$ cat src/rtl/io_rx_fifo.sv
// Receive byte FIFO, first-word-fall-through: a byte pushed into an empty FIFO is visible the cycle after the push.
// RxReady drops only when full, and there is no pass-through when full; IO_RX_FIFO_OVERRUN_EN adds a refused-byte counter.
module io_rx_fifo #(
  parameter int DEPTH  = 8,
  parameter int ADDR_W = 3
) (
  input  logic              Clock,
  input  logic              Reset,
  input  logic [7:0]        RxData,
  input  logic              RxValid,
  output logic              RxReady,
  output logic [7:0]        DataOut,
  output logic              DataOutValid,
  input  logic              DataOutReady,
  output logic              Full,
  output logic [ADDR_W:0]   Count
`ifdef IO_RX_FIFO_OVERRUN_EN
  ,
  output logic [7:0]        OverrunCount,
  input  logic              OverrunClear
`endif
);

  localparam logic [ADDR_W-1:0] PTR_ONE  = ADDR_W'(1);
  localparam logic [ADDR_W:0]   CNT_ONE  = (ADDR_W + 1)'(1);
  localparam logic [ADDR_W:0]   CNT_FULL = (ADDR_W + 1)'(DEPTH);

  logic [7:0]        mem_q [DEPTH];
  logic [ADDR_W-1:0] wr_ptr_q, wr_ptr_d;
  logic [ADDR_W-1:0] rd_ptr_q, rd_ptr_d;
  logic [ADDR_W:0]   count_q, count_d;
  logic              push, pop, full, not_empty;

  assign full         = (count_q == CNT_FULL);
  assign not_empty    = (count_q != '0);
  assign Full         = full;
  assign Count        = count_q;
  assign DataOutValid = not_empty;
  assign RxReady      = !full && !Reset;
  // Stale RAM contents stay hidden behind the occupancy count.
  assign DataOut      = not_empty ? mem_q[rd_ptr_q] : 8'h00;

  always_comb begin
    push     = RxValid && !full && !Reset;
    pop      = DataOutReady && not_empty && !Reset;
    wr_ptr_d = wr_ptr_q;
    rd_ptr_d = rd_ptr_q;
    count_d  = count_q;
    if (push) wr_ptr_d = wr_ptr_q + PTR_ONE;
    if (pop)  rd_ptr_d = rd_ptr_q + PTR_ONE;
    case ({push, pop})
      2'b10:   count_d = count_q + CNT_ONE;
      2'b01:   count_d = count_q - CNT_ONE;
      default: count_d = count_q;
    endcase
  end

  always_ff @(posedge Clock) begin
    if (Reset) begin
      wr_ptr_q <= '0;
      rd_ptr_q <= '0;
      count_q  <= '0;
    end else begin
      wr_ptr_q <= wr_ptr_d;
      rd_ptr_q <= rd_ptr_d;
      count_q  <= count_d;
    end
  end

  always_ff @(posedge Clock) begin
    if (push) mem_q[wr_ptr_q] <= RxData;
  end

`ifdef IO_RX_FIFO_OVERRUN_EN
  logic [7:0] ovr_q, ovr_d;

  always_comb begin
    ovr_d = ovr_q;
    if (OverrunClear) ovr_d = 8'h00;
    else if (RxValid && full && ovr_q != 8'hFF) ovr_d = ovr_q + 8'h01;
  end

  always_ff @(posedge Clock) begin
    if (Reset) ovr_q <= 8'h00;
    else       ovr_q <= ovr_d;
  end

  assign OverrunCount = ovr_q;
`endif

endmodule

$ cat config.mk
export PLATFORM = sky130hd
export DESIGN_NAME = io_rx_fifo
export DESIGN_NICKNAME = d
export VERILOG_FILES = /design/src/rtl/io_rx_fifo.sv
export SDC_FILE = /design/constraint.sdc
export NUM_CORES = 1
export LEC_CHECK = 0
export CORE_MARGIN = 1.5
export CORE_UTILIZATION = 57
export DETAILED_ROUTE_END_ITERATION = 10
export PLACE_DENSITY = 0.81
export SYNTH_ARGS = -nofsm -noshare
export SYNTH_HDL_FRONTEND = slang
export SYNTH_SLANG_ARGS = --single-unit
export TNS_END_PERCENT = 1
$ cat constraint.sdc
create_clock -name Clock -period 3.34 [get_ports Clock]
set_input_delay 0.668 -clock Clock [delete_from_list [all_inputs] [get_ports Clock]]
set_output_delay 0.668 -clock Clock [all_outputs]
set_load 0.05 [all_outputs]
; ---- Word-level counts from Yosys, hierarchy flattened
; Memories as Yosys holds them, arrays and structs flattened. A register that Yosys moved wholly into a read port is not among the register bits.
; Index checks and enable logic that the tools add are counted.
[word_totals]
word_cells = 26
output_inout_bits = 15
memories = 1
regBits = 10
in_bits = 12
ram_bits = 64
[op_classes]
eq_ne = 3
reduce_logical = 9
n_addsub = 4
n_mux = 6
[memory_table]
columns = name, words, word_bits, rd, rd_ports_with_merged_regs, wr, line_no
row1 = mem_q, 8, 8, 1, 1, 1, 28  ; logic [7:0] mem_q [DEPTH];
[ops]
columns = operator, count
row1 = 2-to-1 mux 8 bit, 1
row2 = one-hot mux 4 bit (2 select lines), 1
row3 = "adder 3 x 1 -> 3 bit, second input constant", 2
row4 = 2-to-1 mux 3 bit, 2
row5 = logical AND 1 bit, 5
row6 = "adder 4 x 1 -> 4 bit, second input constant", 1
row7 = "equality test 4 bit, second input constant", 1
row8 = nonzero test 4 bit, 1
row9 = "subtractor 4 x 1 -> 4 bit, second input constant", 1
row10 = "equality test 2 x 1 -> 1 bit, second input constant", 1
row11 = "equality test 2 bit, second input constant", 1
row12 = logical NOT 1 bit, 2
row13 = 2-to-1 mux 1 bit, 2
row14 = nonzero test 2 bit, 1

; ---- Depth between registers and ports, before layout
; Gate-level depths: netlist (run 1).
[depth]
ltp_word = 6
ltp_mapped = 12
ltp_nobuf = 11

; ---- Least setup slack after synthesis (run 1)
; No wires, ideal clock.
[synth_path]
path_type = reg-to-reg
from = register count_q[3] (netlist: Count[3])
to = register count_q[2] (netlist: Count[2])
stages_incl_launch_ff = 11
path_buffers = 1
slack_ps = -50
setup_ps = 70
period_less_slack_ps = 3390
t_arrival_ps = 3320
t_required_ps = 3270
path_cell_list = dfxtp_1 -> nor4b_2 -> or3b_1 -> buf_6 -> ha_1 -> xor2_1 -> ha_1 -> a21oi_1 -> xor2_1 -> or3_1 -> a21oi_1
[synth_between]
elab_chain_cells = 6
word_cells_on_any_way = 11
classes_between = eq/ne: 3 / mux: 1 / reduce/logical: 7
[synth_lines]
columns = element, line_no
row1 = "start, declared", 31  ; logic [ADDR_W:0] count_q, count_d;
row2 = "start signal, assigned", 66  ; count_q <= count_d;
row3 = equality test 4 bit *, 34  ; assign full = (count_q == CNT_FULL);
row4 = named net Full, 15  ; output logic Full,
row5 = logical NOT 1 bit *, 44  ; push = RxValid && !full && !Reset;
row6 = logical AND 1 bit * (2 in a row), 44
row7 = equality test 2 x 1 -> 1 bit / equality test 2 bit (equally long branches), 51  ; case ({push, pop})
row8 = one-hot mux 4 bit (2 select lines) / nonzero test 2 bit (equally long branches), --
; Mark *: on every way through the listed nets, which the timed path passes. The rest lies on a longest branch.
; A chain may end at the register's enable or synchronous reset.

==> metrics.cfg, run 1 <==
[die]
die_y_um=77.0
die_x_um=77.0
ios=27
initial_core_util_pct=60.0
die_area_um2=5930
coreArea_um2=5200
std_cell_rows=26

[timing]
fin_setup_tns_ns=0
skew_ns=0.00966
worst_slew_pin_slew_ns=0.634
maxSlewViolCount=0
rsz0062_at_grt=no
finalSetupViolations=0
hold_viol=0
fmax_ghz=0.323
layout_min_cycle_time_ns=3.10
finalCritPeriodShare_pct=92.7
whs_ns=0.501
maxSlewHeadroom_pct=57.7

[setup_path]
max_stage_delay_ns=0.69
rrSetupSlack_ns=0.66
crit_buf_inv=2
ff2ff_path_depth=7
r2r_end=Count[3]$_SDFFE_PP0P_
critPathMaxFanout=16
cp.arrival_ns=2.43
regToRegStartpoint=Count[1]$_SDFFE_PP0P_
worst_setup_path_end_kind=output port
path_class=reg2out
slowest_stage=clkdlybuf4s50_1
crit_required_ns=2.67
path_cells=buf_4 > mux4_2 > mux2i_1 > nor2_1 > clkdlybuf4s50_1
critPathTopFamily=buffers and inverters
worstSetupStartpointType=flip-flop

[global_routing]
grt_pass1_vias=1766
antenna_found_initial=0
grt_max_degree=17
overflow=0
globalRouteTotalUtil_pct=20.6
grt_pass1_wl_mm=8.78

[layout]
diodes=0
finalNetCount=244
fill_cells=342
area_growth_pct=19.7
drive_gt1_share_pct=24.6
final_core_util_pct=71.9

[placed_design]
numPortBuffers=26
place.gp.congestion=0.803
dp_hpwl_mm=4.03

[synthesis]
ys_seq_area_share_pct=69.8
synth_edf_count=64
synth_cell_type_count=35
synth-seq-cells=77
syn_inst=179
syn_nets=196
ys.flop_type=edfxtp_1
yosysWarnings=0
syn_area_um2=3120
synth-async-reset-ratio_pct=0
synth.avg_cell_area_um2=17.5

[outcome]
status=finished clean

[min_path]
hold_path_class=reg2reg
min_from=rd_ptr_q[1]$_SDFFE_PP0P_
whs_path_depth=2

[clock_network]
ctsHoldBuffers=0
clock-sinks=77
cts_tree=built
cts_max_path_buffers=2
h-tree-depth=3
clock_latency_ns=0.33
cts-root-buf=clkbuf_8
post-cts-setup-buffer-count=0
cts_resized=0
clkTransAtPathRegs_ns=0.07
numCtsBuffers=9

[route]
highest_layer=met4
routedWlPerCell_um=18.6
firstDrtPassIters=4
drc_errors=0
met1_length_mm=2.40
wl_mm=5.62
vias_per_cell=5.59
drt_iter0_markers=93
final_antenna_net_count=0
dr_wl_met2_mm=2.90
vias=1687
wl_met3_um=252

[pwr]
p_leak_uw=0.00126
total_power_uw=2140
power_density_nw_per_um2=573
vdd_drop_max_mv=0.374

[flow_run]
maxCapViolCount=0

## registers in the layout (all words and copies together) (netlist names), named ones only
register  cells
mem_q        64
Count         4
rd_ptr_q      3
wr_ptr_q      3
## layer usage
metal / track usage [%] / up-vias
li1: - / 792
met1: 25.8 / 842
met2: 34.2 / 49
met3: 5.48 / 4
met4: 8.55 / 0
met5: 0 / -
## worst max path at each step
stage,from,endpoint,slack [ns],cells past startpoint
after floorplan,Count[3]$_SDFFE_PP0P_,Count[2]$_SDFFE_PP0P_,0.32,10
after global placement,RxValid,Count[2]$_SDFFE_PP0P_,0.32,9
after detailed placement,RxValid,Count[3]$_SDFFE_PP0P_,0.23,7
after CTS,flip-flop,DataOut[1],0.19,5
after global routing,flip-flop,DataOut[7],0.08,5
final,flip-flop,DataOut[1],0.24,5
## worst min-delay path, stage by stage, from the launching register on
cell and delay [ns]:
dfxtp_1 0.32, nand2_1 0.06, a21oi_1 0.08
## placed cells by master, fill, tap and decap left out, types with 2 or more instances in the layout
cell type | Yosys | final
nand3_1 | 2 | 2
dfxtp_1 | 13 | 13
clkbuf_8 | 0 | 10
ha_1 | 5 | 5
edfxtp_1 | 64 | 64
nand2b_1 | 3 | 3
clkdlybuf4s50_1 | 0 | 23
a21oi_1 | 5 | 5
mux2i_1 | 9 | 9
clkbuf_1 | 1 | 2
nand3b_1 | 3 | 3
xor2_1 | 6 | 6
inv_1 | 2 | 2
nor2_1 | 21 | 21
buf_4 | 1 | 22
clkinv_2 | 0 | 3
mux4_2 | 16 | 16
nor3_1 | 3 | 3
nand2_1 | 3 | 3
## Yosys cell counts (2+ instances only)
master | n | area, um^2
edfxtp_1 | 64 | 1920
nand2b_1 | 3 | 18.8
ha_1 | 5 | 62.6
nand3_1 | 2 | 10.0
dfxtp_1 | 13 | 260
nor3_1 | 3 | 15.0
mux4_2 | 16 | 360
nand2_1 | 3 | 11.3
mux2i_1 | 9 | 90.1
a21oi_1 | 5 | 25.0
buf_1 | 2 | 7.51
nor2_1 | 21 | 78.8
nand3b_1 | 3 | 22.5
inv_1 | 2 | 7.51
buf_2 | 3 | 15.0
xor2_1 | 6 | 52.6
## area by class of cell
type                            instances  area, um^2  area share (%)
Sequential cell                        77        2180            58.3
Multi-Input combinational cell         91         895            23.9
Timing Repair Buffer                   45         395            10.6
Clock buffer                           12         145            3.88
Tap cell                               70        87.6            2.34
Inverter                                3        11.3           0.301
Clock inverter                          4        23.8           0.636
## power by group
group	switching [uW]	internal [uW]	leakage (uW)
sequential	32.1	1070	0.000684
clock	301	288	0.0000901
combinational	268	186	0.000486
total	601	1540	0.00126
## cell families (layout without fill, tap and decap cells)
logic type               after synthesis  count (layout)  synth area share [%]
AO/OA/AOI/OAI                          8               8                  1.40
XOR/XNOR                               7               7                  1.96
adder cells (fa/ha/maj)                5               5                  2.00
buffers and inverters                 11              64                  1.80
flip-flops                            77              77                  69.8
multiplexers                          26              26                  14.8
AND/OR/NAND/NOR                       45              45                  8.21
## metrics by stage
| stage | cells | instance area (um^2) | worst slack, ns |
|---|---|---|---|
| 5_1_grt | 302 | 3740 | 0.0842 |
| 6_report | 302 | 3740 | 0.245 |
| 4_1_cts | 302 | 3740 | 0.194 |
| 3_5_place_dp | 286 | 3570 | 0.226 |
| 2_1_floorplan | 179 | 3130 | 0.317 |
| 3_3_place_gp | 286 | 3570 | 0.317 |
No activity file was read; power rests on OpenSTA's default activity.
==> run 2, diff against run 1 <==
--- a/config.mk
+++ b/config.mk
@@ -8,8 +8,10 @@
 export CORE_MARGIN = 1.5
 export CORE_UTILIZATION = 57
 export DETAILED_ROUTE_END_ITERATION = 10
+export MAX_ROUTING_LAYER = met4
 export PLACE_DENSITY = 0.81
+export RECOVER_POWER = 25
 export SYNTH_ARGS = -nofsm -noshare
 export SYNTH_HDL_FRONTEND = slang
 export SYNTH_SLANG_ARGS = --single-unit
-export TNS_END_PERCENT = 1
+export TNS_END_PERCENT = 30
==> metrics.cfg, run 2 (synthesis gave the netlist of run 1 again) <==
[timing]
finalCritPeriodShare_pct=92.5  ; was 92.7%
skew_ns=0.00809  ; was 0.00966 ns
hold_viol=0  ; unchanged
fin_setup_tns_ns=0  ; unchanged
worst_slack_ns=0.251  ; was 0.245 ns
rsz0062_at_grt=no  ; unchanged
whs_ns=0.501  ; about the same
fmax_ghz=0.324  ; was 0.323 GHz
maxSlewHeadroom_pct=57.3  ; was 57.7%
finalSetupViolations=0  ; unchanged
maxSlewViolCount=0  ; unchanged
layout_min_cycle_time_ns=3.09  ; was 3.10 ns
worst_slew_pin_slew_ns=0.640  ; was 0.634 ns

[die]
ios=27  ; unchanged
die_y_um=77.0  ; unchanged
die_area_um2=5930  ; unchanged
coreArea_um2=5200  ; unchanged
die_x_um=77.0  ; unchanged
initial_core_util_pct=60.0  ; unchanged
std_cell_rows=26  ; unchanged

[clock_network]
cts-root-buf=clkbuf_8  ; unchanged
ctsHoldBuffers=0  ; unchanged
numCtsBuffers=9  ; unchanged
clkTransAtPathRegs_ns=0.07  ; about the same
clock-sinks=77  ; unchanged
cts_resized=0  ; unchanged
cts_tree=built  ; unchanged
post-cts-setup-buffer-count=0  ; unchanged
h-tree-depth=3  ; unchanged
cts_max_path_buffers=2  ; unchanged
clock_latency_ns=0.33  ; about the same

[route]
firstDrtPassIters=4  ; unchanged
routedWlPerCell_um=18.6  ; about the same
vias=1662  ; was 1,687
drc_errors=0  ; unchanged
vias_per_cell=5.50  ; was 5.59
final_antenna_net_count=0  ; unchanged
wl_mm=5.62  ; about the same
drt_iter0_markers=83  ; was 93

[setup_path]
path_cells=buf_4 > mux4_2 > mux2i_1 > nor2_1 > clkdlybuf4s50_1  ; unchanged
max_stage_delay_ns=0.69  ; about the same
r2r_end=Count[3]$_SDFFE_PP0P_  ; unchanged
critPathTopFamily=buffers and inverters  ; unchanged
cp.arrival_ns=2.42  ; was 2.43 ns
slowest_stage=clkdlybuf4s50_1  ; unchanged
ff2ff_path_depth=7  ; unchanged
path_class=reg2out  ; unchanged
crit_required_ns=2.67  ; about the same
worst_setup_path_end_kind=output port  ; unchanged
worstSetupStartpointType=flip-flop  ; unchanged
endpoint=DataOut[1]  ; unchanged
regToRegStartpoint=Count[1]$_SDFFE_PP0P_  ; unchanged
rrSetupSlack_ns=0.68  ; was 0.66 ns
cp.depth=5  ; unchanged
critPathMaxFanout=16  ; unchanged
crit_buf_inv=2  ; unchanged

[min_path]
hold_path_class=reg2reg  ; unchanged

[placed_design]
dp_hpwl_mm=4.03  ; unchanged
place.gp.congestion=0.814  ; was 0.803
numPortBuffers=26  ; unchanged
place_ws_ns=0.226  ; unchanged

[layout]
multiInputGateArea_um2=895  ; unchanged
final_cell_mix=64 x edfxtp_1, 22 x buf_4, 21 x nor2_1  ; was 64 x edfxtp_1, 23 x clkdlybuf4s50_1, 22 x buf_4
final_common_cell=edfxtp_1  ; unchanged
diodes=0  ; unchanged
finalNetCount=244  ; unchanged
fill_cells=342  ; unchanged
top_register=mem_q  ; unchanged
seqCellArea_um2=2180  ; unchanged
area_growth_pct=19.7  ; unchanged
largest_reg_flops=64  ; unchanged
drive_gt1_share_pct=24.6  ; unchanged

[pwr]
power_density_nw_per_um2=573  ; about the same
p_leak_uw=0.00126  ; about the same
vdd_drop_max_mv=0.374  ; about the same

[global_routing]
antenna_found_initial=0  ; unchanged
overflow=0  ; unchanged
grt_max_degree=17  ; unchanged
globalRouteTotalUtil_pct=21.3  ; was 20.6%
grt_pass1_vias=1755  ; was 1,766
grt_pass1_wl_mm=8.79  ; was 8.78 mm

[outcome]
status=finished clean  ; unchanged

[flow_run]
maxCapViolCount=0  ; unchanged

-- run 2: cell count changes in the layout (fill, tap and decap cells not counted), sizes merged --
cell and delta:
clkdlybuf4s50 -6, dlygate4sd3 +6
-- run 2: cell type report --
type / instances / area share (%)
flip-flops and latches: 77 / 58.3
multi-input cells: 91 / 23.9
repair buffers: 45 / 10.6
clock buffers: 12 / 3.88
well taps: 70 / 2.34
clock inverters: 4 / 0.636
inverters: 3 / 0.301
-- run 2: per-layer routing --
layer  share of wire [%]  track usage (%)
met1                  43             25.9
met2                  52             34.2
met3                 3.6             6.07
met4                 1.7             8.00
met5                   0                -
-- run 2: how the worst min path moves through the flow --
| stage | cells past startpoint | slack, ns | end | from |
|---|---|---|---|---|
| after global routing | 2 | 0.51 | flip-flop | rd_ptr_q[1]$_SDFFE_PP0P_ |
| after CTS | 2 | 0.50 | flip-flop | rd_ptr_q[1]$_SDFFE_PP0P_ |
| after detailed placement | 2 | 0.49 | rd_ptr_q[1]$_SDFFE_PP0P_ | rd_ptr_q[1]$_SDFFE_PP0P_ |
| after global placement | 2 | 0.47 | rd_ptr_q[1]$_SDFFE_PP0P_ | rd_ptr_q[1]$_SDFFE_PP0P_ |
| final | 2 | 0.50 | flip-flop | rd_ptr_q[1]$_SDFFE_PP0P_ |
| after floorplan | 2 | 0.45 | flip-flop | rd_ptr_q[1]$_SDFFE_PP0P_ |
-- run 2: worst min-delay path, delay by kind of cell (launching register included) --
kind	cells	cell delay, ns
AND/OR/NAND/NOR	1	0.06
AO/OA/AOI/OAI	1	0.08
flip-flops	1	0.32
-- run 2: per-stage QoR --
stage,cells,util (%),total power (uW),instance area (um^2)
6_report,302,71.9,2140,3740
5_1_grt,302,71.9,2230,3740
4_1_cts,302,71.9,2160,3740
3_5_place_dp,286,68.6,1580,3570
3_3_place_gp,286,68.6,1560,3570
2_1_floorplan,179,-,1430,3130
-- run 2: where the power goes --
group / total, uW / internal [uW] / switching [uW] / leakage, uW
Combinational: 452 / 185 / 267 / 0.000488
Sequential: 1100 / 1070 / 32.0 / 0.000684
Clock: 592 / 288 / 304 / 0.0000901
==> run 3, diff against run 2 <==
--- a/config.mk
+++ b/config.mk
@@ -6,12 +6,12 @@
 export NUM_CORES = 1
 export LEC_CHECK = 0
 export CORE_MARGIN = 1.5
-export CORE_UTILIZATION = 57
+export CORE_UTILIZATION = 51
 export DETAILED_ROUTE_END_ITERATION = 10
 export MAX_ROUTING_LAYER = met4
-export PLACE_DENSITY = 0.81
+export PLACE_DENSITY = 0.77
 export RECOVER_POWER = 25
 export SYNTH_ARGS = -nofsm -noshare
 export SYNTH_HDL_FRONTEND = slang
 export SYNTH_SLANG_ARGS = --single-unit
-export TNS_END_PERCENT = 30
+export TNS_END_PERCENT = 20
==> constraint.sdc (replaced) <==
create_clock -name Clock -period 2.5 [get_ports Clock]
set_input_delay 0.5 -clock Clock [delete_from_list [all_inputs] [get_ports Clock]]
set_output_delay 0.5 -clock Clock [all_outputs]
set_load 0.05 [all_outputs]
==> metrics.cfg, run 3 (synthesis gave the netlist of run 1 again) <==
[pwr]
p_leak_uw=0.00127  ; was 0.00126 uW
vdd_drop_max_mv=0.423  ; was 0.374 mV
p_clk_share_pct=27.5  ; was 27.6%
power_density_nw_per_um2=765  ; was 573 nW/um^2
p_comb_share_pct=21.5  ; was 21.1%
switching_share_pct=29.2  ; was 28.2%
p_sw_uw=838  ; was 603 uW
internal_power_uw=2030  ; was 1540 uW
pwr-share-seq_pct=51.1  ; was 51.3%
total_power_uw=2870  ; was 2140 uW

[clock_network]
post-cts-setup-buffer-count=0  ; unchanged
cts-root-buf=clkbuf_8  ; unchanged
clkTransAtPathRegs_ns=0.08  ; was 0.07 ns
h-tree-depth=3  ; unchanged
clock_latency_ns=0.34  ; was 0.33 ns
clock-sinks=77  ; unchanged
numCtsBuffers=9  ; unchanged
cts_max_path_buffers=2  ; unchanged
cts_tree=built  ; unchanged

[timing]
finalSetupViolations=0  ; unchanged
skew_ns=0.00983  ; was 0.00809 ns
hold_viol=0  ; unchanged
worst_slack_ns=0.0793  ; was 0.251 ns
rsz0062_at_grt=no  ; unchanged
maxSlewViolCount=0  ; unchanged
maxSlewHeadroom_pct=62.9  ; was 57.3%
worst_slew_pin_slew_ns=0.556  ; was 0.640 ns
fmax_ghz=0.413
layout_min_cycle_time_ns=2.42
whs_ns=0.500  ; was 0.501 ns
finalCritPeriodShare_pct=96.8

[route]
firstDrtPassIters=4  ; unchanged
wl_mm=5.76  ; was 5.62 mm
drc_errors=0  ; unchanged
final_antenna_net_count=0  ; unchanged
drt_iter0_markers=97  ; was 83
vias=1672  ; was 1,662
vias_per_cell=5.50  ; about the same
routedWlPerCell_um=18.9  ; was 18.6 um

[placed_design]
dp_hpwl_mm=3.77  ; was 4.03 mm
place_ws_ns=-0.258  ; was 0.226 ns
numPortBuffers=26  ; unchanged
place.gp.congestion=0.709  ; was 0.814

[global_routing]
antenna_found_initial=0  ; unchanged
grt_pass1_vias=1707  ; was 1,755
grt_pass1_wl_mm=8.70  ; was 8.79 mm
grt_max_degree=17  ; unchanged
overflow=0  ; unchanged
globalRouteTotalUtil_pct=20.2  ; was 21.3%

[layout]
drive_gt1_share_pct=28.8  ; was 24.6%
diodes=0  ; unchanged
finalNetCount=241  ; was 244
final_common_cell=edfxtp_1  ; unchanged
final_cell_mix=64 x edfxtp_1, 23 x buf_4, 21 x nor2_1  ; was 64 x edfxtp_1, 22 x buf_4, 21 x nor2_1
largest_reg_flops=64  ; unchanged
area_growth_pct=20.0  ; was 19.7%
top_register=mem_q  ; unchanged

[die]
initial_core_util_pct=52.8  ; was 60.0%
die_y_um=81.3  ; was 77.0 um
std_cell_rows=28  ; was 26
die_x_um=81.3  ; was 77.0 um
coreArea_um2=5920  ; was 5200 um^2
die_area_um2=6600  ; was 5930 um^2
ios=27  ; unchanged

[min_path]
hold_path_class=reg2reg  ; unchanged

[setup_path]
path_class=in2reg  ; was reg2out
worstSetupStartpointType=input port  ; was flip-flop
critPathMaxFanout=14  ; was 16
crit_required_ns=2.72  ; was 2.67 ns
max_stage_delay_ns=0.42  ; was 0.69 ns
slowest_stage=clkdlybuf4s50_1  ; unchanged
worst_setup_path_end_kind=flip-flop  ; was output port
cp.arrival_ns=2.64  ; was 2.42 ns
path_cells=clkdlybuf4s50_1 > buf_4 > nor2_1 > ha_1 > buf_4 > nor3b_1 > a21oi_1 > a21oi_1 > mux2_1  ; was buf_4 > mux4_2 > mux2i_1 > nor2_1 > clkdlybuf4s50_1

[outcome]
status=finished clean  ; unchanged

[flow_run]
maxCapViolCount=0  ; unchanged

==> run 3: power groups by stage <==
stage	combinational, uW	clock, uW	sequential, uW
2_1_floorplan	413	0	1510
3_3_place_gp	601	0	1490
3_5_place_dp	618	0	1490
4_1_cts	621	810	1460
5_1_grt	655	855	1470
6_report	616	788	1470
==> run 3: what timing repair did <==
action	4_1_cts	5_1_grt
hold buffers	0	0
setup endpoints to repair	0	8
hold endpoints to repair	0	0
resized for setup	0	3
==> run 3: final cells by class <==
class	instances	area, um^2
inverters	3	11.3
clock inverters	7	42.5
clock buffers	9	124
multi-input cells	91	910
fillers	425	2170
well taps	75	93.8
repair buffers	42	377
flip-flops and latches	77	2190
==> run 3: worst max-delay path, delay by kind of cell <==
kind	cells	cell delay [ns]
mux	1	0.34
compound gates	2	0.28
simple gates	2	0.51
fa+ha+maj	1	0.27
buf+inv	3	0.75
==> run 3: metal layers <==
metal  track usage (%)  up-vias  routed length (um)
li1                  -      780                   -
met1              23.3      850                2400
met2              33.6       36                3060
met3              6.07        6                 234
met4              7.07        0                  64
met5                 -        -                   0
==> run 3: path summary, 6_finish.rpt <==
check                      startpoint                        to  slack [ns]  cells after the start
max                             Reset     Count[3]$_SDFFE_PP0P_        0.08                      9
min          rd_ptr_q[1]$_SDFFE_PP0P_  rd_ptr_q[1]$_SDFFE_PP0P_        0.50                      2
max reg2reg     Count[0]$_SDFFE_PP0P_     Count[3]$_SDFFE_PP0P_        0.18                      7
min reg2reg  rd_ptr_q[1]$_SDFFE_PP0P_  rd_ptr_q[1]$_SDFFE_PP0P_        0.50                      2
==> run 3: per-stage QoR <==
stage / utilization, % / TNS [ns] / cells / instance area [um^2]
3_5_place_dp: 60.4 / -0.497 / 288 / 3570
4_1_cts: 63.2 / 0 / 304 / 3740
5_1_grt: 63.3 / 0 / 304 / 3750
3_3_place_gp: 60.4 / -0.275 / 288 / 3570
2_1_floorplan: - / -0.718 / 179 / 3160
6_report: 63.3 / 0 / 304 / 3750
